[config.mk]
export PLATFORM = sky130hd
export DESIGN_NAME = io_port_peripheral
export DESIGN_NICKNAME = d
export VERILOG_FILES = /design/src/rtl/io_port_peripheral.sv
export SDC_FILE = /design/constraint.sdc
export NUM_CORES = 1
export LEC_CHECK = 0
export ABC_AREA = 0
export ABC_CLOCK_PERIOD_IN_PS = 3700
export CELL_PAD_IN_SITES_DETAIL_PLACEMENT = 1
export CELL_PAD_IN_SITES_GLOBAL_PLACEMENT = 2
export CORE_ASPECT_RATIO = 0.7
export CORE_UTILIZATION = 38
export CTS_CLUSTER_DIAMETER = 200
export DETAILED_ROUTE_END_ITERATION = 8
export PLACE_DENSITY_LB_ADDON = 0.15
export SLEW_MARGIN = 20
export SYNTH_ARGS = -nofsm -noshare
export SYNTH_HDL_FRONTEND = slang
export SYNTH_SLANG_ARGS = --single-unit
export TNS_END_PERCENT = 10
[constraint.sdc]
create_clock -name clk -period 3.7 [get_ports clk]
set_input_delay 0.74 -clock clk [delete_from_list [all_inputs] [get_ports clk]]
set_output_delay 0.74 -clock clk [all_outputs]
set_load 0.01 [all_outputs]
[src/rtl/io_port_peripheral.sv]
// io_port_peripheral: OUT-strobe capture FIFO drained to a valid/ready consumer,
// plus a one-entry holding register fed by a valid/ready producer and read by IN.
// Optional feature macro: IO_PORT_OVERFLOW_EN (sticky flag for dropped OUT writes).
module io_port_peripheral #(
  parameter int WIDTH = 16,
  parameter int DEPTH = 4
) (
  input  logic                     clk,
  input  logic                     reset,
  input  logic [WIDTH-1:0]         port_out,
  input  logic                     iow,
  output logic [WIDTH-1:0]         port_in,
  input  logic                     ior,
  output logic [WIDTH-1:0]         ext_out_data,
  output logic                     ext_out_valid,
  input  logic                     ext_out_ready,
  input  logic [WIDTH-1:0]         ext_in_data,
  input  logic                     ext_in_valid,
  output logic                     ext_in_ready,
  output logic [$clog2(DEPTH):0]   out_count,
  output logic                     out_full,
  output logic                     in_avail,
  output logic                     overflow
);

  localparam int PW = $clog2(DEPTH);
  localparam int CW = PW + 1;
  localparam logic [CW-1:0] FULL_CNT = CW'(DEPTH);

  logic [WIDTH-1:0] mem [DEPTH];
  logic [PW-1:0]    rd_ptr;
  logic [PW-1:0]    wr_ptr;
  logic [CW-1:0]    count;
  logic [WIDTH-1:0] hold_q;
  logic             avail_q;

  logic pop;
  logic push;
  logic full;
  logic accept;

  // Handshake qualifiers; a pop frees a slot for a same-cycle push even when full.
  always_comb begin
    full   = (count == FULL_CNT);
    pop    = (count != '0) && ext_out_ready;
    push   = iow && (!full || pop);
    accept = ext_in_valid && !avail_q;
  end

  // FIFO storage: write the OUT word at the write pointer on an accepted push.
  always_ff @(posedge clk) begin
    if (!reset) begin
      for (int i = 0; i < DEPTH; i++) mem[i] <= '0;
    end else if (push) begin
      mem[wr_ptr] <= port_out;
    end
  end

  // FIFO pointers and occupancy; pointers wrap naturally since DEPTH is a power of two.
  always_ff @(posedge clk) begin
    if (!reset) begin
      rd_ptr <= '0;
      wr_ptr <= '0;
      count  <= '0;
    end else begin
      if (pop)  rd_ptr <= rd_ptr + PW'(1);
      if (push) wr_ptr <= wr_ptr + PW'(1);
      case ({push, pop})
        2'b10:   count <= count + CW'(1);
        2'b01:   count <= count - CW'(1);
        default: count <= count;
      endcase
    end
  end

  // One-entry IN buffer: accept only when empty, IN strobe releases it, data is kept.
  always_ff @(posedge clk) begin
    if (!reset) begin
      hold_q  <= '0;
      avail_q <= 1'b0;
    end else if (accept) begin
      hold_q  <= ext_in_data;
      avail_q <= 1'b1;
    end else if (ior && avail_q) begin
      avail_q <= 1'b0;
    end
  end

`ifdef IO_PORT_OVERFLOW_EN
  logic ovf_q;
  logic drop;

  // A write while full with no pop is lost.
  always_comb begin
    drop = iow && full && !pop;
  end

  // Sticky drop flag, cleared only by reset.
  always_ff @(posedge clk) begin
    if (!reset)    ovf_q <= 1'b0;
    else if (drop) ovf_q <= 1'b1;
  end

  assign overflow = ovf_q;
`else
  assign overflow = 1'b0;
`endif

  assign ext_out_data  = mem[rd_ptr];
  assign ext_out_valid = (count != '0);
  assign out_count     = count;
  assign out_full      = full;
  assign port_in       = hold_q;
  assign in_avail      = avail_q;
  assign ext_in_ready  = !avail_q;

endmodule

==> results of run 1 <==
## worst max-delay path: stages (launching register included)
cell	delay, ns
dfxtp_1	0.87
mux4_2	0.43
clkdlybuf4s50_1	0.50
## flip-flops by register name, indices dropped and copies added (netlist names), named ones only
signal / cells
out_count: 3
rd_ptr: 2
wr_ptr: 2
mem: 64
in_avail: 1
port_in: 16
## worst max path at each step
| stage | startpoint | end | slack, ns |
|---|---|---|---|
| after floorplan | ext_out_ready | out_count[2] | 1.11 |
| after global placement | ext_out_ready | out_count[2] | 0.53 |
| after detailed placement | ext_out_ready | out_count[2] | 0.47 |
| after CTS | flop | ext_out_data[11] | 0.75 |
| after global routing | flop | ext_out_data[2] | 0.71 |
| final | flop | ext_out_data[11] | 0.81 |
## layout make-up
type,count,area (um^2),share of cell area
Multi-Input combinational cell,172,1410,0.271
Tap cell,128,160,0.0308
Sequential cell,90,2440,0.470
Clock buffer,9,225,0.0433
Inverter,5,18.8,0.00361
Timing Repair Buffer,85,828,0.159
Clock inverter,7,116,0.0224
## per-layer routing
layer  up-vias  wire, um  global-route usage
met5         -         0                   0
met3         7       360              0.0582
li1       1157         -                   -
met2        49      4300               0.290
met1      1215      3960               0.236
met4         0        81              0.0427
## report_power, final
group          switching [mW]  leakage (nW)  internal [mW]  total [mW]
Sequential             0.0704         0.880           1.18        1.25
Combinational           0.289         0.846          0.393       0.682
Clock                   0.380         0.166          0.660        1.04
## cell families after synthesis
group / count (synthesis)
buf+inv: 21
mux: 17
compound gates: 26
xor+xnor: 4
flops: 90
other cells: 1
simple gates: 122
fa+ha+maj: 2
## cell usage in the layout (no fill, tap or decap), drive strengths merged
master         instances
clkdlybuf4s50         76
and2                  67
edfxtp                64
nand2                 37
dfxtp                 26
a21boi                17
mux4                  16
clkbuf                 9
buf                    9
inv                    6
nand2b                 5
o21ai                  5
nor4b                  3
xnor2                  3
nor2b                  3
bufinv                 3
clkinv                 2
and3                   2
or3                    2
o31a                   1
or4b                   1
nand3                  1
and4bb                 1
o311ai                 1
mux2i                  1
o211ai                 1
xor2                   1
o211a                  1
fa                     1
ha                     1
conb                   1
clkinvlp               1
## per-stage QoR
step	cell area (um^2)	setup slack, ns	hold slack, ns	util
3_3_place_gp	4860	0.526	0.441	0.490
6_report	5200	0.810	0.453	0.525
2_1_floorplan	3950	1.11	0.468	-
5_1_grt	5200	0.706	0.474	0.525
3_5_place_dp	4860	0.474	0.448	0.490
4_1_cts	5200	0.747	0.457	0.525
==> metrics.md, run 1 <==
| Metric | Value |
|---|---|
| Clk sinks | `90` |
| Io pins | `78` |
| Placed Cells | `480` |
| Routed len/inst | `17.6 um` |
| Worst-path fanout max | `16` |
| Leakage | `1.89 nW` |
| Gate Count Post-Synth | `between 200 and 300` |
| Yosys warns | `0` |
| Gpl congestion | `0.688` |
| Setup TNS | `0 ns` |
| Max Clock Skew | `0.00308 ns` |
| Ys async rst share | `0` |
| CTS H-tree depth | `3` |
| Final hold violations | `0` |
| Final period utilization | `0.781` |
| Crit start category | `flop` |
| Clk_lat worst skew | `0.34 ns` |
| Req. time, crit path | `2.96 ns` |
| Drt first pass iters | `4` |
| Remaining Overflow, GRT | `0` |
| Worst slew pin tran | `0.840 ns` |
| Vias in the first global route | `2659` |
| Flops & latches, synth | `90` |
| Mux contribution to synthesized area | `0.0937` |
| Crit path DAT | `~2.2 ns` |
| Post_cts resized | `0` |
| CP Class | `reg2out` |
| DIE WIDTH | `124 um` |
| Die ar. | `~11000 um^2` |
| Max_slew headroom | `0.439` |
| Area growth, synth to finish | `31.6%` |
| CTS root buffer | `clkbuf_16` |
| Post-CTS Setup Bufs | `0` |
| Overall global routing resource usage | `0.180` |
| ANT cells | `0` |
| Area leader, netlist | `edfxtp_1` |
| Final ANT Viol Nets | `0` |
| Power per Cell Area | `572 nW/um^2` |
| Fmax | `roughly 350 MHz` |
| Post-synthesis xor/xnor area fraction | `0.00887` |
| Mapped Nets | `323` |
| CTS Buffer Depth | `2` |
| Layout cells sized above 1 | `0.177` |
| Post-synth cell types | `35` |
| CTS tree | `yes` |
| RR Startpoint | `out_count[1]` |
| Detailed Route WL | `8710 um` |
| Nets | `between 400 and 500` |
| Number of flops mapped to enable cells by yosys | `64` |
| R2R cell count | `8` |
| Status | `complete, no violations` |
| Most frequent cells after synthesis | `edfxtp_1, and2_1, nand2_1` |
| Setup crit end kind | `output port` |
| Max-cap viol count | `0` |
| Synthesized cell area | `3950 um^2` |
| RSZ-0062 raised after global routing | `no` |
| Drt drc | `0` |
| Final slew viol count | `0` |
| Main flop type after synthesis | `edfxtp_1` |
| Mean post-synth cell area | `approximately 14 um^2` |
| Chip height | `87.3 um` |
| Dominant cells by area after synthesis | `edfxtp_1, dfxtp_1, mux4_2` |
| Max rail drop VDD | `245 uV` |
| Final Non-Filler Cells | `about 500` |
| Initial antenna violation count | `0` |
| Total CTS buffers | `9` |
| Synth Area in Simple Gates | `0.197` |
| HPWL after DPL | `5880 um` |
| Reg2reg setup slack | `1.25 ns` |
| FP Rows | `30` |
| Initial Utilization | `0.399` |
| Top cell type's share of synthesized area | `0.486` |
| Worst hold endpoint | `port_in[7]` |
| Port-buffer cells | `76` |
| Seq/Total Area, Yosys | `0.618` |
| Setup Viol. Count Final | `0` |
| Synth Area in Compound Gates | `0.0478` |
| Hold-fix buffers, CTS | `0` |
| DR iter-0 viols | `141` |
| Largest net degree at the start of global routing | `27` |
| DR vias/cell | `4.90` |
| First-pass GRT wire length | `14100 um` |
| Hold Crit Depth | `2` |
| Total Power | `2.97 mW` |
| Reg2Reg Capture Point | `out_count[2]` |
| Clk pin slew, worst setup/hold paths | `0.06 ns` |
| Largest family of logic cells by synthesized area | `simple AND/OR/NAND/NOR gates` |
| Fillers | `just under 1000` |
| Core area | `9910 um^2` |
| Synthesized-area fraction occupied by adder cells | `0.00823` |
| Via Count | `~2400` |
| Minimum clock period | `2.89 ns` |
| HP Class | `reg2reg` |
| Hold_sp | `port_in[7]` |
| Count leader, synth | `edfxtp_1` |
Power figures use the tool's default switching activity.
==> inputs of run 2 (changes only) <==
--- a/config.mk
+++ b/config.mk
@@ -6,11 +6,11 @@
 export NUM_CORES = 1
 export LEC_CHECK = 0
 export ABC_AREA = 0
-export ABC_CLOCK_PERIOD_IN_PS = 3700
+export ABC_CLOCK_PERIOD_IN_PS = 2600
 export CELL_PAD_IN_SITES_DETAIL_PLACEMENT = 1
 export CELL_PAD_IN_SITES_GLOBAL_PLACEMENT = 2
 export CORE_ASPECT_RATIO = 0.7
-export CORE_UTILIZATION = 38
+export CORE_UTILIZATION = 32
 export CTS_CLUSTER_DIAMETER = 200
 export DETAILED_ROUTE_END_ITERATION = 8
 export PLACE_DENSITY_LB_ADDON = 0.15
==> constraint.sdc (replaced) <==
create_clock -name clk -period 2.6 [get_ports clk]
set_input_delay 0.52 -clock clk [delete_from_list [all_inputs] [get_ports clk]]
set_output_delay 0.52 -clock clk [all_outputs]
set_load 0.01 [all_outputs]
==> run 2 against run 1 <==
Compared with the run above:
- final cell count rose by 7.3%
- via count increased by 0.82%
- die area is 18% higher
- non-clock buffer count increased by 7
- total power is 38% higher
- clock skew up 0.0022 ns
- sequential power up 39%
- register-to-register slack got worse by 0.83 ns
==> metrics.md, run 2 (synthesis results as in run 1) <==
| Metric | Value |
|---|---|
| Status | `complete, no violations` |
| DR iter-0 viols | `99` |
| Io pins | `a little under 80` |
| Crit start category | `flop` |
| Nets | `410` |
| Clk pin slew, worst setup/hold paths | `0.06 ns` |
| Setup crit end kind | `output port` |
| Leakage | `1.90 nW` |
| Gpl congestion | `0.711` |
| CP top delay family | `buffers and inverters` |
| Area growth, synth to finish | `32.9%` |
| Placed cell area | `4960 um^2` |
| Internal power | `around 3 mW` |
| Setup TNS | `0 ns` |
| Total CTS buffers | `9` |
| Max FFs per register | `64` |
| Die ar. | `12800 um^2` |
| Clock power share | `0.315` |
| Initial antenna violation count | `0` |
| Worst slew pin tran | `between 0.9 and 1 ns` |
| Final period utilization | `0.952` |
| CP Class | `reg2out` |
| Post-CTS Setup Bufs | `0` |
| Layout cells sized above 1 | `0.189` |
| Routed len/inst | `17.1 um` |
| Vias in the first global route | `between 2000 and 3000` |
| Fillers | `1225` |
| Req. time, crit path | `2.08 ns` |
| Drt drc | `0` |
| Final ANT Viol Nets | `0` |
| Logic pwr share | `0.261` |
| CTS H-tree depth | `3` |
| Port-buffer cells | `76` |
| CTS root buffer | `clkbuf_16` |
| Max rail drop VDD | `380 uV` |
| ANT cells | `0` |
| Minimum clock period | `about 2.5 ns` |
| Total Power | `4.10 mW` |
| Sw Ratio | `0.260` |
| Slowest CP cell | `mux4_2` |
| CP Buf/Inv Count | `2` |
| Setup Viol. Count Final | `0` |
| Post-route cell area | `5250 um^2` |
| Commonest cells after routing, fill and taps aside | `clkdlybuf4s50_1, edfxtp_1, and2_1` |
| Largest net degree at the start of global routing | `32` |
| Fmax | `roughly 400 MHz` |
| Detailed Route WL | `9110 um` |
| Commonest non-fill, non-tap cell in the layout | `clkdlybuf4s50_1` |
| CP peak stage delay | `~0.56 ns` |
| Clk sinks | `90` |
| HPWL after DPL | `5800 um` |
| Final hold violations | `0` |
| Overall global routing resource usage | `0.154` |
| CTS tree | `yes` |
| Final Non-Filler Cells | `about 530` |
| Core area | `~12000 um^2` |
| Max_slew headroom | `0.388` |
| Worst path cell trace | `buf_12, mux4_2, clkdlybuf4s50_1` |
| Initial Utilization | `0.333` |
| Via Count | `2448` |
| Max-cap viol count | `0` |
| Power per Cell Area | `780 nW/um^2` |
| Chip height | `95.0 um` |
| DIE WIDTH | `135 um` |
| DR vias/cell | `approximately 4.6` |
| Remaining Overflow, GRT | `0` |
| Hold-fix buffers, CTS | `0` |
| Drt first pass iters | `4` |
| RSZ-0062 raised after global routing | `no` |
| NetSw | `1.06 mW` |
| CTS Buffer Depth | `2` |
| FP Rows | `33` |
| Worst-path fanout max | `16` |
| Final slew viol count | `0` |
| Max Clock Skew | `roughly 0.0052 ns` |
| Crit path DAT | `1.96 ns` |
| WHS | `0.453 ns` |
| Sequential Power Share | `0.424` |
| Top reg by flops | `mem` |
| Clk_lat worst skew | `between 0.3 and 0.4 ns` |
| Placed Cells | `516` |
| First-pass GRT wire length | `14100 um` |
| HP Class | `reg2reg` |
-- run 2: layer usage --
layer,global-route usage,vias to the layer above,part of all wire
li1,-,1173,-
met1,0.194,1214,0.46
met2,0.253,49,0.48
met3,0.0408,12,0.045
met4,0.0618,0,0.016
met5,0,-,0
-- run 2: cell type report --
cell class              instances  area (um^2)  area share
clock buffers                  11          233      0.0443
clock inverters                 5         55.1      0.0105
inverters                       5         18.8     0.00357
multi-input cells             172         1410       0.269
flip-flops and latches         90         2440       0.465
well taps                     157          196      0.0374
repair buffers                 92          893       0.170
-- run 2: worst paths after layout --
check,startpoint,endpoint,slack [ns],depth (start not counted)
hold reg to reg,port_in[7],port_in[7],0.45,2
hold / removal,port_in[7],port_in[7],0.45,2
setup reg to reg,out_count[1],out_count[2],0.42,8
setup / recovery,flop,ext_out_data[0],0.12,3
-- run 2: power by group through the flow --
stage / registers, mW / logic (mW) / clock network [mW]
floorplan: 1.79 / 0.533 / 0
global placement: 1.77 / 1.08 / 0
detailed placement: 1.77 / 1.09 / 0
CTS: 1.74 / 1.09 / 1.32
global route: 1.75 / 1.16 / 1.37
finish: 1.74 / 1.07 / 1.29
-- run 2: what timing repair did --
action / in CTS / in global routing
endpoints found under the setup margin: 0 / 1
resized for setup: 0 / 3
hold endpoints to repair: 0 / 0
-- run 2: worst reg2reg max path, cell delays in order (launching register included) --
cell and delay, ns:
dfxtp_1 0.31, or4b_4 0.54, nand2_2 0.09, ha_2 0.18, inv_1 0.05, fa_1 0.37
xor2_1 0.16, or3_1 0.30, a21boi_1 0.12
-- run 2: metrics by stage --
| step | util | setup WS, ns |
|---|---|---|
| after CTS | 0.443 | 0.0876 |
| after detailed placement | 0.419 | -0.267 |
| after global routing | 0.443 | 0.0180 |
| after global placement | 0.419 | -0.214 |
| final | 0.443 | 0.124 |
| after floorplan | - | 0.198 |
==> inputs of run 3 (changes only) <==
--- a/config.mk
+++ b/config.mk
@@ -10,10 +10,12 @@
 export CELL_PAD_IN_SITES_DETAIL_PLACEMENT = 1
 export CELL_PAD_IN_SITES_GLOBAL_PLACEMENT = 2
 export CORE_ASPECT_RATIO = 0.7
+export CORE_MARGIN = 4
 export CORE_UTILIZATION = 32
 export CTS_CLUSTER_DIAMETER = 200
 export DETAILED_ROUTE_END_ITERATION = 8
 export PLACE_DENSITY_LB_ADDON = 0.15
+export REMOVE_ABC_BUFFERS = 1
 export SLEW_MARGIN = 20
 export SYNTH_ARGS = -nofsm -noshare
 export SYNTH_HDL_FRONTEND = slang
==> run 3 against run 2 <==
Compared with the run above:
- non-clock buffer count up 3
- routed wire length decreased by 4.1%
- sequential share of layout area is 0.055 points lower
- utilization is 0.10 points lower
- combinational power about the same
- total power fell by 2.3%
- clock power shrank 6%
- largest cell class unchanged
- critical path depth up 6
==> metrics.md, run 3 (synthesis results as in run 1) <==
| Metric | Value |
|---|---|
| Sequential cell area | `2440 um^2` |
| First-pass GRT wire length | `around 14000 um` |
| FP Rows | `33` |
| Final slew viol count | `0` |
| Final period utilization | `0.965` |
| Largest net degree at the start of global routing | `23` |
| Max_slew headroom | `0.384` |
| Crit path DAT | `2.77 ns` |
| HPWL after DPL | `5960 um` |
| CTS Buffer Depth | `2` |
| RR Startpoint | `out_count[1]` |
| Setup Viol. Count Final | `0` |
| Hold Crit Depth | `2` |
| Setup crit end kind | `flop` |
| Max rail drop VDD | `320 uV` |
| Drt first pass iters | `6` |
| Vias in the first global route | `approximately 2600` |
| Worst hold endpoint | `port_in[10]` |
| DR iter-0 viols | `slightly below 80` |
| DIE WIDTH | `about 140 um` |
| Fmax | `398 MHz` |
| HP Class | `reg2reg` |
| Reg2reg setup slack | `0.35 ns` |
| Hold_sp | `port_in[10]` |
| Setup TNS | `0 ns` |
| Drt drc | `0` |
| Final ANT Viol Nets | `0` |
| Io pins | `78` |
| Remaining Overflow, GRT | `0` |
| RSZ-0062 raised after global routing | `no` |
| Initial Utilization | `0.332` |
| Status | `complete, no violations` |
| Reg2Reg Capture Point | `out_count[2]` |
| Place WS | `-0.319 ns` |
| Worst Setup Slack, final | `0.0901 ns` |
| Total CTS buffers | `9` |
| Post-CTS Setup Bufs | `0` |
| Worst-path fanout max | `2` |
| Nets | `413` |
| Chip height | `101 um` |
| CTS H-tree depth | `3` |
| Minimum clock period | `2.51 ns` |
| Area of the multi-input gates | `1410 um^2` |
| Total Power | `4.00 mW` |
| Worst slew pin tran | `0.921 ns` |
| Clk sinks | `90` |
| Commonest cells after routing, fill and taps aside | `clkdlybuf4s50_1, edfxtp_1, and2_1` |
| CTS tree | `yes` |
| Leakage | `1.91 nW` |
| DR vias/cell | `4.49` |
| Commonest non-fill, non-tap cell in the layout | `clkdlybuf4s50_1` |
| Post_cts resized | `0` |
| ANT cells | `0` |
| Max-cap viol count | `0` |
| Hold-fix buffers, CTS | `0` |
| Layout Utilization | `0.442` |
| Die ar. | `14200 um^2` |
| Top reg by flops | `mem` |
| Initial antenna violation count | `0` |
| Final hold violations | `0` |
| Detailed Route WL | `8740 um` |
| Layout cells sized above 1 | `0.196` |
| Overall global routing resource usage | `0.132` |
| Clk_lat worst skew | `0.34 ns` |
| Clk pin slew, worst setup/hold paths | `0.06 ns` |
| Req. time, crit path | `2.86 ns` |
| Via Count | `2396` |
| Max FFs per register | `64` |
| Core area | `about 12000 um^2` |
| Crit start category | `input port` |
| Area growth, synth to finish | `33.1%` |
| Gpl congestion | `0.737` |
| R2R cell count | `8` |
| WHS | `0.455 ns` |
| Max Clock Skew | `0.00527 ns` |
| Fillers | `1241` |
| CP Class | `in2reg` |
| CTS root buffer | `clkbuf_16` |
| Power per Cell Area | `762 nW/um^2` |
| Routed len/inst | `16.4 um` |
| Port-buffer cells | `76` |
==> run 3: cell type report <==
class,count,area share
flip-flops and latches,90,0.464
clock buffers,9,0.0428
multi-input cells,172,0.268
well taps,157,0.0374
clock inverters,6,0.00975
repair buffers,95,0.174
inverters,5,0.00357
==> run 3: worst max-delay path: stages <==
cell and delay (ns):
clkdlybuf4s50_1 0.43, or4b_4 0.50, nand2_1 0.11, ha_1 0.17, inv_1 0.06, fa_1 0.38, xor2_1 0.16, or3_1 0.30
a21boi_1 0.15
==> run 3: where the power goes <==
| part | total, mW | internal, mW | switching [mW] |
|---|---|---|---|
| clock network | 1.21 | 0.654 | 0.552 |
| logic | 1.06 | 0.609 | 0.454 |
| registers | 1.74 | 1.68 | 0.0541 |
==> run 3: worst max path at each step <==
stage	to	startpoint	slack [ns]
floorplan	mem[2][0]	out_count[0]	0.20
global placement	out_count[2]	ext_out_ready	-0.16
detailed placement	out_count[2]	ext_out_ready	-0.32
CTS	out_count[2]	ext_out_ready	0.03
global route	out_count[2]	ext_out_ready	0.01
finish	out_count[2]	ext_out_ready	0.09
==> run 3: layer usage <==
| layer | part of all wire | track usage |
|---|---|---|
| met2 | 0.49 | 0.219 |
| met4 | 0.0092 | 0.0402 |
| met3 | 0.035 | 0.0408 |
| met5 | 0 | 0 |
| met1 | 0.46 | 0.167 |
==> run 3: per-stage QoR <==
step	cell area, um^2	cells
3_3_place_gp	4980	519
6_report	5260	534
4_1_cts	5260	534
2_1_floorplan	3870	267
5_1_grt	5260	534
3_5_place_dp	4980	519
